## config.mk

```make
export PLATFORM = sky130hd
export DESIGN_NAME = freq_meas_ctrl
export DESIGN_NICKNAME = d
export VERILOG_FILES = /design/src/rtl/freq_meas_ctrl.sv
export SDC_FILE = /design/constraint.sdc
export NUM_CORES = 1
export LEC_CHECK = 0
export CAP_MARGIN = 10
export CORE_MARGIN = 1
export CORE_UTILIZATION = 40
export DETAILED_ROUTE_END_ITERATION = 12
export PLACE_DENSITY = 0.69
export SLEW_MARGIN = 20
export SYNTH_ARGS = -nofsm -noshare
export SYNTH_HDL_FRONTEND = slang
export SYNTH_SLANG_ARGS = --single-unit
```

## constraint.sdc

```tcl
create_clock -name Clock -period 4.59 [get_ports Clock]
set_clock_uncertainty 0.05 [all_clocks]
set_input_delay 0.918 -clock Clock [delete_from_list [all_inputs] [get_ports Clock]]
set_output_delay 0.918 -clock Clock [all_outputs]
set_load 0.02 [all_outputs]
```

## src/rtl/freq_meas_ctrl.sv

```systemverilog
// freq_meas_ctrl: command/result sequencer wrapped around the frequency
// measurement stage. It takes a gate length over a valid/ready handshake,
// pulses the stage's enable, waits for done, and returns the modular
// edge-count difference. A watchdog covers a stage that never signals done.
// Optional feature macro: FREQ_CTRL_AVG_EN (average 2^AVG_SHIFT passes per
// command).
module freq_meas_ctrl #(
  parameter int DATA_WIDTH     = 16,
  parameter int TIMEOUT_MARGIN = 8,
  parameter int AVG_SHIFT      = 2
) (
  input  logic                  Clock,
  input  logic                  nReset,
  input  logic                  cmd_valid,
  output logic                  cmd_ready,
  input  logic [DATA_WIDTH-1:0] cmd_cycles,
  output logic [DATA_WIDTH-1:0] meas_n_cycles,
  output logic                  meas_enable,
  input  logic [DATA_WIDTH-1:0] meas_edge_count,
  input  logic                  meas_done,
  output logic                  res_valid,
  input  logic                  res_ready,
  output logic [DATA_WIDTH-1:0] res_count,
  output logic [DATA_WIDTH-1:0] res_cycles,
  output logic                  res_err
);

  typedef enum logic [2:0] {IDLE, ARM, RUN, DRAIN, RESULT} state_e;

  // One extra bit so gate length plus margin never overflows the compare.
  localparam int WD_W = DATA_WIDTH + 1;

  if (AVG_SHIFT < 0 || AVG_SHIFT > 16) begin : g_bad_avg_shift
    $error("freq_meas_ctrl: AVG_SHIFT must lie in 0..16");
  end

  state_e                state_q, state_d;
  logic [DATA_WIDTH-1:0] n_cycles_q, n_cycles_d;
  logic [DATA_WIDTH-1:0] res_cycles_q, res_cycles_d;
  logic [DATA_WIDTH-1:0] res_count_q, res_count_d;
  logic                  res_err_q, res_err_d;
  logic [DATA_WIDTH-1:0] start_q, start_d;
  logic [WD_W-1:0]       wd_q, wd_d;
  logic                  cmd_ready_q, cmd_ready_d;
  logic                  meas_enable_q, meas_enable_d;
  logic                  res_valid_q, res_valid_d;

  logic [DATA_WIDTH-1:0] diff;
  logic [WD_W-1:0]       wd_limit;

  // Free-running counter wraps, so plain modular subtraction is wrap-safe.
  assign diff     = meas_edge_count - start_q;
  assign wd_limit = {1'b0, n_cycles_q} + WD_W'(TIMEOUT_MARGIN);

`ifdef FREQ_CTRL_AVG_EN
  localparam int                 ACC_W     = DATA_WIDTH + AVG_SHIFT;
  localparam logic [AVG_SHIFT:0] PASS_LAST = (AVG_SHIFT + 1)'((1 << AVG_SHIFT) - 1);

  logic [ACC_W-1:0]  acc_q, acc_d, acc_sum;
  logic [AVG_SHIFT:0] pass_q, pass_d;

  assign acc_sum = acc_q + ACC_W'(diff);
`endif

  // Next-state and next-output logic for the sequencer.
  always_comb begin
    // NOTE: every variable gets its hold value first so no path through the
    // case statement can leave one unassigned and infer a latch.
    state_d      = state_q;
    n_cycles_d   = n_cycles_q;
    res_cycles_d = res_cycles_q;
    res_count_d  = res_count_q;
    res_err_d    = res_err_q;
    start_d      = start_q;
    wd_d         = wd_q;
`ifdef FREQ_CTRL_AVG_EN
    acc_d        = acc_q;
    pass_d       = pass_q;
`endif

    case (state_q)
      IDLE: begin
        if (cmd_valid && cmd_ready_q) begin
          n_cycles_d   = cmd_cycles;
          res_cycles_d = cmd_cycles;
          if (cmd_cycles == '0) begin
            res_err_d   = 1'b1;
            res_count_d = '0;
            state_d     = RESULT;
          end else begin
`ifdef FREQ_CTRL_AVG_EN
            acc_d  = '0;
            pass_d = '0;
`endif
            state_d = ARM;
          end
        end
      end
      ARM: begin
        start_d = meas_edge_count;
        wd_d    = '0;
        state_d = RUN;
      end
      RUN: begin
        wd_d = wd_q + WD_W'(1);
        if (meas_done) begin
          state_d = DRAIN;
        end else if (wd_d >= wd_limit) begin
          res_err_d   = 1'b1;
          res_count_d = '0;
          state_d     = RESULT;
        end
      end
      DRAIN: begin
`ifdef FREQ_CTRL_AVG_EN
        if (pass_q == PASS_LAST) begin
          res_count_d = DATA_WIDTH'(acc_sum >> AVG_SHIFT);
          res_err_d   = 1'b0;
          state_d     = RESULT;
        end else begin
          acc_d   = acc_sum;
          pass_d  = pass_q + (AVG_SHIFT + 1)'(1);
          state_d = ARM;
        end
`else
        res_count_d = diff;
        res_err_d   = 1'b0;
        state_d     = RESULT;
`endif
      end
      RESULT: begin
        if (res_ready) state_d = IDLE;
      end
      default: state_d = IDLE;
    endcase

    cmd_ready_d   = (state_d == IDLE);
    meas_enable_d = (state_d == ARM);
    res_valid_d   = (state_d == RESULT);
  end

  // State and output registers; n_cycles idles at all-ones so an idle stage
  // never matches its cycle count and raises a spurious done.
  always_ff @(posedge Clock or negedge nReset) begin
    if (!nReset) begin
      state_q       <= IDLE;
      n_cycles_q    <= '1;
      res_cycles_q  <= '0;
      res_count_q   <= '0;
      res_err_q     <= 1'b0;
      start_q       <= '0;
      wd_q          <= '0;
      cmd_ready_q   <= 1'b0;
      meas_enable_q <= 1'b0;
      res_valid_q   <= 1'b0;
    end else begin
      // NOTE: non-blocking assignments so every register samples the values
      // from before this edge, independent of statement order.
      state_q       <= state_d;
      n_cycles_q    <= n_cycles_d;
      res_cycles_q  <= res_cycles_d;
      res_count_q   <= res_count_d;
      res_err_q     <= res_err_d;
      start_q       <= start_d;
      wd_q          <= wd_d;
      cmd_ready_q   <= cmd_ready_d;
      meas_enable_q <= meas_enable_d;
      res_valid_q   <= res_valid_d;
    end
  end

`ifdef FREQ_CTRL_AVG_EN
  // Averaging accumulator and pass counter.
  always_ff @(posedge Clock or negedge nReset) begin
    if (!nReset) begin
      acc_q  <= '0;
      pass_q <= '0;
    end else begin
      acc_q  <= acc_d;
      pass_q <= pass_d;
    end
  end
`endif

  assign cmd_ready     = cmd_ready_q;
  assign meas_n_cycles = n_cycles_q;
  assign meas_enable   = meas_enable_q;
  assign res_valid     = res_valid_q;
  assign res_count     = res_count_q;
  assign res_cycles    = res_cycles_q;
  assign res_err       = res_err_q;

endmodule

```

==> load_flow_metrics.sql <==
INSERT INTO impl_metrics (metric_group, metric, value, unit) VALUES
('clock_network', 'postCtsHoldBufs', '0', ''),
('finish', 'non_filler_cells_in_the_finished_layout', '794', ''),
('run', 'max_cap_viol_count', '0', ''),
('floorplan', 'fp.dieArea', '0.0130', 'sq mm'),
('clock_network', 'cts_resized', '0', ''),
('finish', 'layout.filler_cells', '1132', ''),
('global_routing', 'antenna_found_initial', '0', ''),
('finish', 'most-common-layout-cells', 'sky130_fd_sc_hd__nand2_1 (111), sky130_fd_sc_hd__clkdlybuf4s50_1 (87), sky130_fd_sc_hd__dfrtp_1 (72), sky130_fd_sc_hd__ha_1 (34), sky130_fd_sc_hd__o21ai_0 (30)', ''),
('finish', 'drive_above_1_share', '0.0703', ''),
('yosys', 'synth_async_sr_flop_share', '1.00', ''),
('worst_setup_path', 'worst_endpoint_data_arrival_time', '3.88', 'ns'),
('clock_network', 'clock_tree.buffer_depth', '2', ''),
('worst_setup_path', 'r2r_endpoint', 'res_count[6]$_DFFE_PN0P_', ''),
('finish', 'num_antenna_cells', '0', ''),
('routing', 'detail_route.first_pass.iterations', '5', ''),
('yosys', 'post_synth_inst_count', '541', ''),
('floorplan', 'die_h', '114', 'microns'),
('place', 'place_hpwl', '8820', 'microns'),
('min_path', 'timing.hold.worst.class', 'flip-flop to flip-flop', ''),
('worst_setup_path', 'path_class', 'flip-flop to flip-flop', ''),
('yosys', 'ys_warn_count', '0', ''),
('worst_setup_path', 'setup.reg_to_reg.worst_slack', '0.95', 'ns'),
('worst_setup_path', 'number_of_cells_on_the_worst_reg_to_reg_path', '11', ''),
('global_routing', 'overflow', '0', ''),
('worst_setup_path', 'worstPathMaxFanout', '17', ''),
('timing', 'fmax', '274', 'MHz'),
('finish', 'layout.core_utilization', '0.523', ''),
('routing', 'number_of_remaining_drc_errors', '0', ''),
('yosys', 'synth-main-ff-cell', 'sky130_fd_sc_hd__dfrtp_1', ''),
('place', 'finalWeightedCongestion', '0.806', ''),
('clock_network', 'worstSkewPairLatency', '0.34', 'ns'),
('timing', 'unrepaired_setup_endpoints_after_global_routing', 'no', ''),
('timing', 'finalHoldViolations', '0', ''),
('yosys', 'postSynthRegisterBits', '88', ''),
('yosys', 'synth_sequential_area_ratio', '0.444', ''),
('clock_network', 'cts_sinks', '88', ''),
('routing', 'wl_per_cell', '14.8', 'microns'),
('timing', 'worst_slew_pin_slew', '1.07', 'ns'),
('clock_network', 'cts-htree-levels', '3', ''),
('worst_setup_path', 'r2r-start', 'wd_q[0]$_DFFE_PN0P_', ''),
('floorplan', 'number_of_placement_rows', '40', ''),
('global_routing', 'grt_start_max_net_pins', '62', ''),
('clock_network', 'post_cts_buffers', '0', ''),
('routing', 'postRouteWirelength', '11700', 'microns'),
('timing', 'slew_headroom', '0.286', ''),
('yosys', 'avgSynthCellArea', '9.25', 'sq um'),
('clock_network', 'tritoncts', 'yes', ''),
('floorplan', 'die_width', '114', 'microns'),
('global_routing', 'first_global_vias', '4074', ''),
('power_and_ir_drop', 'total_leakage_power', '2.89', 'nW'),
('timing', 'fin_crit_sh', '0.794', ''),
('worst_setup_path', 'critical_path.endpoint_type', 'flip-flop', ''),
('yosys', 'yosys.cell_types.count', '53', ''),
('global_routing', 'grt_use_total', '0.196', ''),
('place', 'port_buffers', '88', ''),
('power_and_ir_drop', 'p_per_area', '668', 'mW/mm^2'),
('timing', 'final_max_slew_viol_count', '0', ''),
('yosys', 'cell_area_after_synthesis', '0.00500', 'sq mm'),
('clock_network', 'clock-root-buffer', 'sky130_fd_sc_hd__clkbuf_16', ''),
('min_path', 'hold_path_end', 'res_cycles[10]$_DFFE_PN0P_', ''),
('outcome', 'status', 'finished clean', ''),
('finish', 'layout_commonest_cell', 'sky130_fd_sc_hd__nand2_1', ''),
('floorplan', 'top_level_ports', '89', ''),
('floorplan', 'floorplan.core_area', '0.0121', 'sq mm'),
('finish', 'design.final.nets', '693', ''),
('floorplan', 'start_util', '0.413', ''),
('routing', 'vias', '4120', ''),
('clock_network', 'cts.clk_slew.worst_paths', '0.06', 'ns'),
('yosys', 'synth_enable_flop_cells', '0', ''),
('timing', 'setup_viol_count_final', '0', ''),
('min_path', 'min_from', 'res_cycles[10]$_DFFE_PN0P_', '');
[worst max-delay path by stage]
stage,startpoint,end,slack (ns),depth (start not counted)
3_3_place_gp,meas_edge_count[1],res_count[15]$_DFFE_PN0P_,0.99,8
6_report,wd_q[0]$_DFFE_PN0P_,res_count[6]$_DFFE_PN0P_,0.95,11
2_1_floorplan,wd_q[7]$_DFFE_PN0P_,res_err$_DFFE_PN0P_,1.47,14
3_5_place_dp,meas_edge_count[1],res_count[15]$_DFFE_PN0P_,0.91,8
4_1_cts,wd_q[0]$_DFFE_PN0P_,res_count[4]$_DFFE_PN0P_,0.90,11
5_1_grt,wd_q[0]$_DFFE_PN0P_,res_count[5]$_DFFE_PN0P_,0.63,11
[per-stage QoR]
step	area, sq um	hold WS (ns)	power [mW]	setup slack, ns
2_1_floorplan	5000	0.420	2.73	1.47
3_3_place_gp	6040	0.412	3.43	0.987
3_5_place_dp	6040	0.413	3.50	0.905
4_1_cts	6340	0.429	4.27	0.901
5_1_grt	6340	0.440	4.55	0.634
6_report	6340	0.421	4.23	0.945
[cell families (layout without fill, tap and decap cells)]
group	Yosys count	in the layout	synth area share
AO/OA/AOI/OAI	121	121	0.164
XOR/XNOR	38	38	0.0665
adder cells (fa/ha/maj)	35	35	0.0890
buffers and inverters	49	134	0.0373
flip-flops	88	88	0.444
multiplexers	6	6	0.0130
AND/OR/NAND/NOR	204	204	0.186
[power by group]
part	internal [mW]	total [mW]	leakage (nW)	switching (mW)
combinational	0.950	2.13	1.64	1.18
sequential	1.12	1.36	1.10	0.238
clock	0.450	0.747	0.150	0.297
total	2.52	4.23	2.89	1.71
[metal layers]
| metal | up-vias | global-route usage | share of wire |
|---|---|---|---|
| met5 | - | 0 | 0 |
| met4 | 0 | 0.0788 | 0.016 |
| met3 | 13 | 0.0345 | 0.033 |
| met2 | 71 | 0.321 | 0.50 |
| met1 | 1984 | 0.259 | 0.46 |
| li1 | 2052 | - | - |
[worst max-delay path: stages, from the launching register on]
cell	delay, ns
sky130_fd_sc_hd__dfrtp_1	0.43
sky130_fd_sc_hd__ha_1	0.22
sky130_fd_sc_hd__nand3_1	0.18
sky130_fd_sc_hd__nor4_2	0.48
sky130_fd_sc_hd__nand3_1	0.22
sky130_fd_sc_hd__xnor2_1	0.18
sky130_fd_sc_hd__ha_1	0.31
sky130_fd_sc_hd__and4_1	0.19
sky130_fd_sc_hd__a221oi_1	0.24
sky130_fd_sc_hd__o21ai_1	0.17
sky130_fd_sc_hd__o21ai_2	0.65
sky130_fd_sc_hd__a22o_1	0.25
[state kept, by name, summed over array words and instances, names as in the netlist, 3 cells and up]
name / count
state_q: 3
res_count: 16
start_q: 16
res_cycles: 16
wd_q: 17
meas_n_cycles: 16
[synth_stat cells, drive strengths merged (6+ instances only)]
library cell  instances  share of area
nor2                 23          0.017
a22o                 18          0.032
nor3                  7         0.0070
a21oi                14          0.014
xnor2                22          0.039
xor2                 16          0.028
nand3                21          0.021
nand2               111          0.083
a21o                  6         0.0090
and3                 10          0.013
nor2b                 6         0.0075
nor4                  7          0.011
dfstp                16          0.084
o31ai                 7          0.011
inv                  25          0.019
clkbuf               22          0.017
dfrtp                72           0.36
o21ai                45          0.046
ha                   34          0.085
[cell type report]
cell class	count	area (sq um)	share of cell area
flip-flops and latches	88	2220	0.351
repair buffers	93	916	0.145
clock inverters	3	40.0	0.00632
clock buffers	13	260	0.0411
well taps	168	210	0.0332
inverters	25	93.8	0.0148
multi-input cells	404	2590	0.409
Note: power is estimated with default switching activity, not from simulation.
